--- src/rtl/rom_loader.sv ---
// rtl/rom_loader.sv - SPI flash to cartridge RAM loader FSM with toggle handshake
// Optional: define ROM_LOADER_CHECKSUM_EN to add an 8-bit running checksum output.
module rom_loader #(
  parameter int a_bits         = 14,
  parameter int amount         = 8192,
  parameter int timeout_cycles = 10000000
) (
  input  logic              clk,
  input  logic              reset_n,
  input  logic              slot_valid,
  output logic              start,
  input  logic              busy,
  input  logic              req,
  output logic              ack,
  input  logic [a_bits-1:0] a,
  input  logic [7:0]        q,
  output logic [a_bits-1:0] wr_addr,
  output logic [7:0]        wr_data,
  output logic              wr_strobe,
  output logic [a_bits:0]   byte_count,
  output logic              done,
  output logic              error,
`ifdef ROM_LOADER_CHECKSUM_EN
  output logic [7:0]        checksum,
`endif
  output logic              hold_reset
);

  localparam int cw = a_bits + 1;
  localparam int tw = $clog2(timeout_cycles + 1);

  localparam logic [cw-1:0] amount_lim   = cw'(amount);
  localparam logic [cw-1:0] count_one    = cw'(1);
  localparam logic [tw-1:0] timeout_last = tw'(timeout_cycles - 1);
  localparam logic [tw-1:0] tmo_one      = tw'(1);

  localparam logic [2:0] S_IDLE  = 3'd0;
  localparam logic [2:0] S_START = 3'd1;
  localparam logic [2:0] S_LOAD  = 3'd2;
  localparam logic [2:0] S_DONE  = 3'd3;
  localparam logic [2:0] S_ERR   = 3'd4;

  logic [2:0]    state;
  logic          slot_prev;
  logic          busy_prev;
  logic          overrun;
  logic [tw-1:0] timeout_cnt;

  logic          slot_rise;
  logic          busy_fall;
  logic          req_pending;
  logic          take_byte;
  logic          overrun_now;
  logic          overrun_after;
  logic [cw-1:0] count_after;

  // A byte taken in the same cycle busy falls must count towards the end-of-load decision,
  // so the decision looks at the post-update count and overrun flag.
  assign slot_rise     = slot_valid & ~slot_prev;
  assign busy_fall     = busy_prev & ~busy;
  assign req_pending   = req ^ ack;
  assign take_byte     = (state == S_LOAD) && req_pending && (byte_count < amount_lim);
  assign overrun_now   = (state == S_LOAD) && req_pending && (byte_count >= amount_lim);
  assign overrun_after = overrun | overrun_now;
  assign count_after   = take_byte ? (byte_count + count_one) : byte_count;

  assign done       = (state == S_DONE);
  assign error      = (state == S_ERR);
  assign hold_reset = ~done;

  // Edge detectors; cleared by reset so a slot_valid already high at release starts a load.
  always_ff @(posedge clk or negedge reset_n) begin
    if (!reset_n) begin
      slot_prev <= 1'b0;
      busy_prev <= 1'b0;
    end else begin
      slot_prev <= slot_valid;
      busy_prev <= busy;
    end
  end

  // Main load sequencer; start is high exactly while the FSM sits in START.
  always_ff @(posedge clk or negedge reset_n) begin
    if (!reset_n) begin
      state <= S_IDLE;
      start <= 1'b0;
    end else begin
      start <= 1'b0;
      case (state)
        S_IDLE, S_DONE, S_ERR: begin
          if (slot_rise) begin
            state <= S_START;
            start <= 1'b1;
          end
        end
        S_START: state <= S_LOAD;
        S_LOAD: begin
          if (busy_fall) begin
            state <= ((count_after == amount_lim) && !overrun_after) ? S_DONE : S_ERR;
          end else if (timeout_cnt == timeout_last) begin
            state <= S_ERR;
          end
        end
        default: state <= S_IDLE;
      endcase
    end
  end

  // Toggle handshake: every req change is acknowledged in any state, but only LOAD writes RAM.
  always_ff @(posedge clk or negedge reset_n) begin
    if (!reset_n) begin
      ack       <= 1'b0;
      wr_strobe <= 1'b0;
      wr_addr   <= '0;
      wr_data   <= '0;
    end else begin
      wr_strobe <= take_byte;
      if (req_pending) begin
        ack <= req;
      end
      if (take_byte) begin
        wr_addr <= a;
        wr_data <= q;
      end
    end
  end

  // Per-load bookkeeping: saturating byte count, overrun flag and timeout counter.
  always_ff @(posedge clk or negedge reset_n) begin
    if (!reset_n) begin
      byte_count  <= '0;
      overrun     <= 1'b0;
      timeout_cnt <= '0;
    end else if (state == S_START) begin
      byte_count  <= '0;
      overrun     <= 1'b0;
      timeout_cnt <= '0;
    end else begin
      byte_count <= count_after;
      overrun    <= overrun_after;
      if (state == S_LOAD) begin
        timeout_cnt <= timeout_cnt + tmo_one;
      end
    end
  end

`ifdef ROM_LOADER_CHECKSUM_EN
  // Running modulo-256 sum of written bytes, updated on the same edge that raises wr_strobe.
  always_ff @(posedge clk or negedge reset_n) begin
    if (!reset_n) begin
      checksum <= 8'h00;
    end else if (state == S_START) begin
      checksum <= 8'h00;
    end else if (take_byte) begin
      checksum <= checksum + q;
    end
  end
`endif

endmodule

--- config.mk ---
export PLATFORM = sky130hd
export DESIGN_NAME = rom_loader
export DESIGN_NICKNAME = d
export VERILOG_FILES = /design/src/rtl/rom_loader.sv
export SDC_FILE = /design/constraint.sdc
export NUM_CORES = 1
export LEC_CHECK = 0
export ABC_AREA = 1
export CAP_MARGIN = 0
export CORE_MARGIN = 2
export CORE_UTILIZATION = 45
export CTS_CLUSTER_SIZE = 30
export DETAILED_ROUTE_END_ITERATION = 6
export PLACE_DENSITY = 0.8
export SYNTH_ARGS = -nofsm -noshare
export SYNTH_HDL_FRONTEND = slang
export SYNTH_SLANG_ARGS = --single-unit
--- constraint.sdc ---
create_clock -name clk -period 1.8 [get_ports clk]
set_clock_uncertainty 0.1 [all_clocks]
set_input_delay 0.36 -clock clk [delete_from_list [all_inputs] [get_ports clk]]
set_output_delay 0.36 -clock clk [all_outputs]
set_load 0.005 [all_outputs]
==> impl_metrics.prom, run 1 <==
# TYPE chip_impl_metric gauge
chip_impl_info{name="slowest_stage",value="dfrtp_1"} 1
chip_impl_metric{name="p_leak",unit="nW"} 2.84
chip_impl_metric{name="setup_tns",unit="ps"} -1870
chip_impl_metric{name="syn_to_final_growth",unit="%"} 60.4
chip_impl_metric{name="routed-via-count",unit=""} 4067
chip_impl_metric{name="post-place-cells",unit=""} 713
chip_impl_info{name="crit_chain",value="buf_6 -> buf_6 -> nor2_4 -> nand2_2 -> nor2_4 -> buf_6 -> nand2_4 -> nand2_2 -> nand2_1 -> nor2_1 -> nand3_1 -> nor2_2 -> nand2_1 -> nand3b_1 -> nand2_1"} 1
chip_impl_metric{name="asyncSetResetFlopFracSynth",unit="%"} 100
chip_impl_info{name="violations",value="setup timing"} 1
chip_impl_metric{name="boundaryPins",unit=""} 70
chip_impl_metric{name="timing.critical_path.arrival",unit="ps"} 2320
chip_impl_metric{name="timing.final.setup_violations",unit=""} 11
chip_impl_info{name="rsz0062_at_grt",value="yes"} 1
chip_impl_metric{name="drt_iter0_markers",unit=""} 348
chip_impl_metric{name="drt_pre_antenna_iters",unit=""} 5
chip_impl_metric{name="grtUsageTotal",unit="%"} 25.6
chip_impl_metric{name="htreeDepth",unit=""} 3
chip_impl_info{name="clockRootBuffer",value="clkbuf_8"} 1
chip_impl_metric{name="dp.final_hpwl",unit="um"} 6850
chip_impl_metric{name="synth_edf_count",unit=""} 0
chip_impl_info{name="setup.worst_path.class",value="reg2reg"} 1
chip_impl_info{name="cts_tree",value="yes"} 1
chip_impl_metric{name="drc_errors",unit=""} 0
chip_impl_metric{name="core",unit="mm^2"} 0.00773
chip_impl_metric{name="die_y",unit="um"} 93.2
chip_impl_metric{name="ant_nets",unit=""} 0
chip_impl_metric{name="core.rowCount",unit=""} 32
chip_impl_metric{name="slew_headroom",unit="%"} 74.4
chip_impl_metric{name="worst_ir_drop_vdd",unit="V"} 0.000704
chip_impl_metric{name="grt_first_pass_wirelength",unit="um"} 17500
chip_impl_metric{name="tightestPinTransition",unit="ps"} 384
chip_impl_metric{name="max-clock-path-buffers",unit=""} 2
chip_impl_metric{name="grt_max_degree",unit=""} 71
chip_impl_metric{name="clock_latency",unit="ps"} 360
chip_impl_metric{name="route.detailed.wl_per_inst",unit="um"} 15.4
chip_impl_metric{name="final_cells",unit=""} 771
chip_impl_metric{name="detail_route.wirelength",unit="um"} 11900
chip_impl_metric{name="detail_route.vias_per_cell",unit=""} 5.27
chip_impl_metric{name="yosys_register_bits",unit=""} 70
chip_impl_metric{name="final_layout_size_suffix_gt1_share",unit="%"} 28.8
chip_impl_metric{name="clock-sinks",unit=""} 70
chip_impl_metric{name="crit_fanout",unit=""} 5
chip_impl_metric{name="diodes_inserted",unit=""} 0
chip_impl_metric{name="power.density",unit="mW/mm^2"} 1070
chip_impl_metric{name="critPathRequiredTime",unit="ps"} 1950
chip_impl_metric{name="synthesis.area",unit="mm^2"} 0.00358
chip_impl_metric{name="timing.final.crit_period",unit="ps"} 2170
chip_impl_metric{name="port-buffer-count",unit=""} 69
chip_impl_metric{name="yosysSeqAreaShare",unit="%"} 49.0
chip_impl_metric{name="clkSlewWorstSetupHoldPaths",unit="ps"} 80
chip_impl_info{name="status",value="finished, violations left"} 1
chip_impl_metric{name="critical_path.max_stage_delay",unit="ps"} 400
chip_impl_metric{name="initial_antenna_violation_count",unit=""} 0
chip_impl_info{name="dominantRegCellSynth",value="dfrtp_1"} 1
chip_impl_metric{name="die_area",unit="mm^2"} 0.00868
chip_impl_info{name="worstSetupEndpointType",value="flip-flop"} 1
chip_impl_metric{name="syn_inst",unit=""} 484
chip_impl_metric{name="synthDistinctLibCells",unit=""} 33
chip_impl_metric{name="final_max_slew_viol_count",unit=""} 0
chip_impl_metric{name="number_of_global_route_vias_before_repair",unit=""} 3852
chip_impl_metric{name="timing.final.ws_setup",unit="ps"} -367
chip_impl_metric{name="number_of_buffers_created_by_cts",unit=""} 9
chip_impl_metric{name="syn-mean-instance-area",unit="um^2"} 7.39
chip_impl_metric{name="design.final.nets",unit=""} 693
chip_impl_metric{name="total_of_max_cap_violations",unit=""} 0
chip_impl_metric{name="synthesis.yosys.warnings",unit=""} 0
chip_impl_metric{name="period_share",unit="%"} 120
chip_impl_metric{name="max_freq",unit="GHz"} 0.461
chip_impl_metric{name="gp_congestion",unit=""} 0.905
chip_impl_info{name="worst_hold_path_type",value="in2reg"} 1
chip_impl_metric{name="start_util",unit="%"} 46.3
chip_impl_metric{name="place_ws",unit="ps"} -597
chip_impl_metric{name="globalRoute.totalOverflow",unit=""} 0
chip_impl_info{name="critPathLaunchType",value="flip-flop"} 1
chip_impl_metric{name="timing.final.hold_violations",unit=""} 0
chip_impl_metric{name="syn_nets",unit=""} 513
chip_impl_metric{name="floorplan.die.width",unit="um"} 93.2
cells by family after synthesis:
kind of cell	after synthesis	share of synthesized area (%)
and+or+nand+nor	291	34.3
DFF	70	49.0
buffers and inverters	67	7.38
AOI/OAI and AO/OA	51	7.94
xor gates and xnor gates	2	0.490
adders and majority gates	2	0.699
muxes	1	0.280
area by class of cell:
class                      instances  area, um^2
fill                             508        1990
multi-input combinational        348        1840
sequential                        70        1760
timing repair buffer             181        1610
inverter                          54         203
tap                              102         128
clock buffer                       9         124
clock inverter                     7        73.8
metal layers:
layer	track usage [%]	wire, um	vias up
met5	0	0	-
met4	11.8	519	0
met3	4.59	610	48
met2	44.0	6200	186
met1	31.4	4570	1925
li1	-	-	1908
cells in the mapped netlist, types with 2 or more instances:
| master | n | area, um^2 |
|---|---|---|
| dfrtp_1 | 70 | 1750 |
| o21ai_1 | 2 | 10.0 |
| a22oi_1 | 3 | 22.5 |
| nand3b_1 | 7 | 52.6 |
| nor4_1 | 3 | 18.8 |
| nor2_2 | 3 | 18.8 |
| clkbuf_1 | 7 | 26.3 |
| buf_2 | 4 | 20.0 |
| a31oi_1 | 3 | 18.8 |
| nand3_2 | 2 | 20.0 |
| o21ai_0 | 16 | 80.1 |
| nor2_1 | 51 | 191 |
| nand3_1 | 27 | 135 |
| nor3_1 | 8 | 40.0 |
| inv_1 | 53 | 199 |
| a2bb2oi_1 | 2 | 17.5 |
| a21oi_1 | 21 | 105 |
| nand2_1 | 179 | 672 |
| ha_1 | 2 | 25.0 |
| nand4_1 | 8 | 50.1 |
layout by cell type (no fill, tap or decap), types with 2 or more instances in the layout:
cell type        netlist  layout
buf_6                  1      19
nor2_1                51      37
nand3b_1               7       7
clkdlybuf4s50_1        0      51
clkbuf_8               0       9
clkinv_4               0       2
a21oi_1               21      18
a2bb2oi_1              2       2
a22oi_1                3       3
buf_2                  4       2
inv_1                 53      50
dfrtp_1               70      66
nor3_4                 0       3
nor3_2                 1       2
dlygate4sd2_1          0      14
o21ai_1                2       3
clkinv_2               0       2
nor4_1                 3       2
nand2_1              179     168
nand4_1                8       8
nand3_4                0       3
nand3_2                2       8
buf_4                  0      90
nor3_1                 8       4
nor2_2                 3       9
nand2_2                0       8
inv_2                  1       4
o21ai_0               16      14
nor2_4                 1       9
a31oi_1                3       3
nand2_4                0       3
buf_12                 0       2
nand3_1               27      19
a21oi_2                0       3
dfrtp_2                0       4
flip-flops by register name, summed over array words and instances (netlist names):
name         count
timeout_cnt     24
byte_count      15
wr_addr         14
wr_data          8
state            3
ack              1
busy_prev        1
overrun          1
slot_prev        1
start            1
wr_strobe        1
power breakdown:
| part | switching, mW | internal [mW] | total, mW |
|---|---|---|---|
| combinational | 1.34 | 1.43 | 2.77 |
| clock | 0.643 | 0.644 | 1.29 |
| sequential | 0.215 | 1.90 | 2.11 |
| total | 2.20 | 3.97 | 6.16 |
per-stage QoR:
step                      utilization (%)  instance area, um^2  power, mW  hold WS (ps)
after floorplan                         -                 3600       3.07         -35.6
after global routing                 74.3                 5740       6.52           201
after CTS                            70.5                 5450       5.83           205
after global placement               63.4                 4900       4.24           309
after detailed placement             63.4                 4900       4.31           312
final                                74.3                 5740       6.16           211
what timing repair did:
action | 4_1_cts | 5_1_grt
pin swaps | 9 | 15
resized for setup | 56 | 60
endpoints found under the setup margin | 27 | 49
cloned | 1 | 2
endpoints found under the hold margin | 70 | 0
buffers inserted | 33 | 9
hold buffers | 1 | 0
critical path, delay by kind of cell, from the launching register on:
kind / cells / cell delay, ps
and+or+nand+nor: 12 / 1180
DFF: 1 / 400
buffers and inverters: 3 / 390
final timing paths:
check                      startpoint             end  slack [ps]  cells after the start
min in group asynchronous     reset_n  timeout_cnt[2]         440                      3
max reg2reg                  state[0]        state[2]        -370                     15
max                          state[0]        state[2]        -370                     15
min reg2reg                wr_addr[8]      wr_addr[8]         380                      2
min                               req             ack         210                      1
max in group asynchronous     reset_n  byte_count[10]         830                      3
(Power assumes the default switching activity.)
==> inputs of run 2 (changes only) <==
- CORE_MARGIN: 2 -> not set
==> run 2 against run 1 <==
  * The flow finishes with violations (DRC, setup timing)
  * Non-clock buffer count decreased by 15
  * Final cell count down 2.1%
  * Global-route usage up 1.2 points
  * Utilization decreased by 2.0 points
  * Total power is 5.9% lower
  * Die area decreased by 4.2%
  * Worst setup slack better by 96 ps
  * Hold slack better by 29 ps
  * Maximum frequency is 4.6% higher
  * Sequential share of layout area increased by 0.90 points
  * Flip-flop and latch count unchanged
  * Critical path type unchanged
  * Critical endpoint is now state[1]
  * Highest routed layer unchanged
==> impl_metrics.prom, run 2 (synthesized netlist as in run 1, its figures left out) <==
# TYPE chip_impl_metric gauge
chip_impl_metric{name="design.final.nets",unit=""} 677
chip_impl_metric{name="core.rowCount",unit=""} 32
chip_impl_info{name="crit_path_frequent_cell",value="nand2_1"} 1
chip_impl_metric{name="initial_antenna_violation_count",unit=""} 0
chip_impl_info{name="slowest_stage",value="dfrtp_1"} 1
chip_impl_metric{name="dp.final_hpwl",unit="um"} 7040
chip_impl_metric{name="worst-r2r-cell-count",unit=""} 12
chip_impl_metric{name="number_of_global_route_vias_before_repair",unit=""} 3920
chip_impl_metric{name="clock_latency",unit="ps"} 360
chip_impl_metric{name="detail_route.vias_per_cell",unit=""} 5.16
chip_impl_metric{name="whs",unit="ps"} 240
chip_impl_metric{name="cp.buffers_inverters",unit=""} 2
chip_impl_metric{name="ant_nets",unit=""} 0
chip_impl_metric{name="diodes_inserted",unit=""} 0
chip_impl_metric{name="r2r_slack",unit="ps"} -270
chip_impl_metric{name="setup_tns",unit="ps"} -1530
chip_impl_metric{name="max-clock-path-buffers",unit=""} 2
chip_impl_metric{name="fin_area",unit="mm^2"} 0.00559
chip_impl_metric{name="post_dp_cell_area",unit="mm^2"} 0.00488
chip_impl_metric{name="period_share",unit="%"} 115
chip_impl_metric{name="die_area",unit="mm^2"} 0.00831
chip_impl_metric{name="timing.final.setup_violations",unit=""} 11
chip_impl_metric{name="tightestPinTransition",unit="ps"} 381
chip_impl_metric{name="floorplan.die.width",unit="um"} 91.2
chip_impl_info{name="worst_hold_startpoint",value="req"} 1
chip_impl_info{name="final_cell_mix",value="nand2_1, buf_4, dfrtp_1"} 1
chip_impl_info{name="layout_commonest_cell",value="nand2_1"} 1
chip_impl_info{name="violations",value="DRC, setup timing"} 1
chip_impl_metric{name="critPathRequiredTime",unit="ps"} 1980
chip_impl_metric{name="p_leak",unit="nW"} 2.80
chip_impl_metric{name="core",unit="mm^2"} 0.00773
chip_impl_metric{name="clkSlewWorstSetupHoldPaths",unit="ps"} 90
chip_impl_metric{name="net-switching-power",unit="mW"} 2.15
chip_impl_info{name="cpLargestDelayFamily",value="simple AND/OR/NAND/NOR gates"} 1
chip_impl_info{name="worstHoldEndpoint",value="ack"} 1
chip_impl_metric{name="switching_share",unit="%"} 37.0
chip_impl_metric{name="internal_power",unit="mW"} 3.65
chip_impl_metric{name="detail_route.wirelength",unit="um"} 11000
chip_impl_info{name="crit_chain",value="inv_2 -> nand2_4 -> nor2_4 -> nand3_4 -> buf_4 -> nand2_1 -> nand2_1 -> nor2_1 -> nand2_1 -> nor2_2 -> nand3_2 -> a21oi_2"} 1
chip_impl_info{name="rsz0062_at_grt",value="yes"} 1
chip_impl_metric{name="total_of_max_cap_violations",unit=""} 0
chip_impl_metric{name="final_layout_size_suffix_gt1_share",unit="%"} 27.7
chip_impl_metric{name="start_util",unit="%"} 46.3
chip_impl_info{name="worst_hold_path_type",value="in2reg"} 1
chip_impl_info{name="worstReg2RegStart",value="state[2]"} 1
chip_impl_metric{name="grtUsageTotal",unit="%"} 26.8
chip_impl_metric{name="globalRoute.totalOverflow",unit=""} 0
chip_impl_metric{name="number_of_buffers_created_by_cts",unit=""} 9
chip_impl_metric{name="drt_iter0_markers",unit=""} 290
chip_impl_metric{name="post_layout_utilization_of_the_core",unit="%"} 72.3
chip_impl_metric{name="largest_register_ffs",unit=""} 24
chip_impl_metric{name="clock-sinks",unit=""} 70
chip_impl_info{name="setup.worst_path.class",value="reg2reg"} 1
chip_impl_metric{name="syn_to_final_growth",unit="%"} 56.2
chip_impl_metric{name="drc_errors",unit=""} 1
chip_impl_metric{name="port-buffer-count",unit=""} 69
chip_impl_metric{name="clock_network_fraction_of_total_power",unit="%"} 20.0
chip_impl_metric{name="slew_headroom",unit="%"} 74.6
chip_impl_info{name="worstSetupEndpointType",value="flip-flop"} 1
chip_impl_metric{name="timing.final.ws_setup",unit="ps"} -271
chip_impl_metric{name="grt_first_pass_wirelength",unit="um"} 17600
chip_impl_metric{name="critical_path.max_stage_delay",unit="ps"} 410
chip_impl_metric{name="crit_fanout",unit=""} 10
chip_impl_info{name="critPathLaunchType",value="flip-flop"} 1
chip_impl_metric{name="max_freq",unit="GHz"} 0.483
chip_impl_metric{name="holdPathStages",unit=""} 1
chip_impl_info{name="largestRegisters",value="timeout_cnt (24), byte_count (15), wr_addr (14)"} 1
chip_impl_metric{name="worst_ir_drop_vdd",unit="V"} 0.000587
chip_impl_metric{name="comb_power_share",unit="%"} 43.3
chip_impl_metric{name="boundaryPins",unit=""} 70
chip_impl_metric{name="timing.final.hold_violations",unit=""} 0
chip_impl_info{name="cts_tree",value="yes"} 1
chip_impl_info{name="max_flop_register",value="timeout_cnt"} 1
chip_impl_metric{name="htreeDepth",unit=""} 3
chip_impl_info{name="status",value="finished, violations left"} 1
chip_impl_metric{name="power.density",unit="mW/mm^2"} 1040
chip_impl_metric{name="final_max_slew_viol_count",unit=""} 0
chip_impl_metric{name="timing.critical_path.arrival",unit="ps"} 2250
chip_impl_metric{name="die_y",unit="um"} 91.2
chip_impl_metric{name="gp_congestion",unit=""} 0.903
chip_impl_info{name="crit-reg2reg-capture",value="state[1]"} 1
chip_impl_metric{name="sequentialPowerShare",unit="%"} 36.8
chip_impl_info{name="clockRootBuffer",value="clkbuf_8"} 1
chip_impl_metric{name="timing.final.crit_period",unit="ps"} 2070
chip_impl_metric{name="routed-via-count",unit=""} 3896
chip_impl_metric{name="drt_pre_antenna_iters",unit=""} 7
chip_impl_metric{name="grt_max_degree",unit=""} 71
chip_impl_metric{name="route.detailed.wl_per_inst",unit="um"} 14.6
-- run 2: changes by cell type in the layout (fill, tap and decap cells not counted), moves of 3 or more --
cell,before,now
buf_4,90,82
buf_6,19,13
dlymetal6s2s_1,0,4
nand2_1,168,164
nand3_2,8,4
dfrtp_1,66,63
dfrtp_2,4,7
dlygate4sd2_1,14,11
nor2_1,37,34
-- run 2: power groups by stage --
stage               sequential (mW)  combinational [mW]  clock [mW]
floorplan                      2.15               0.919           0
global placement               2.12                2.08           0
detailed placement             2.13                2.17           0
CTS                            2.10                2.35        1.18
global route                   2.17                2.73        1.25
finish                         2.13                2.51        1.16
-- run 2: metal layers --
layer	track usage [%]	part of all wire (%)
met5	0	0
met4	12.7	2.6
met3	4.61	5.2
met2	47.3	52
met1	31.6	41
-- run 2: worst max path at each step --
stage | startpoint | end | slack (ps) | cells past startpoint
floorplan | timeout_cnt[0] | timeout_cnt[18] | -70 | 12
global placement | req | state[1] | -460 | 15
detailed placement | req | state[1] | -600 | 12
CTS | state[2] | state[1] | -130 | 14
global route | byte_count[1] | state[1] | -410 | 11
finish | state[2] | state[1] | -270 | 12
-- run 2: area by class of cell --
cell class | count | area, um^2
well taps | 102 | 128
multi-input cells | 347 | 1860
clock buffers | 9 | 124
repair buffers | 166 | 1470
fillers | 545 | 2140
clock inverters | 7 | 48.8
inverters | 54 | 203
flip-flops and latches | 70 | 1760
-- run 2: timing repair --
item	4_1_cts	5_1_grt
pin swaps	4	18
buffers inserted	17	12
gates resized for setup	57	57
hold endpoints to repair	70	0
hold buffers	1	0
setup endpoints to repair	28	47
-- run 2: worst reg2reg max path, cell delays in order, from the launching register on --
cell and delay, ps:
dfrtp_1 410, inv_2 100, nand2_4 60, nor2_4 150
nand3_4 160, buf_4 200, nand2_1 70, nand2_1 50
nor2_1 110, nand2_1 80, nor2_2 190, nand3_2 150
a21oi_2 160
-- run 2: metrics by stage --
stage	cells	total power, mW	setup WS, ps
final	755	5.80	-271
after global routing	755	6.15	-406
after CTS	744	5.64	-127
after detailed placement	710	4.30	-602
after global placement	710	4.20	-464
after floorplan	484	3.07	-67.0
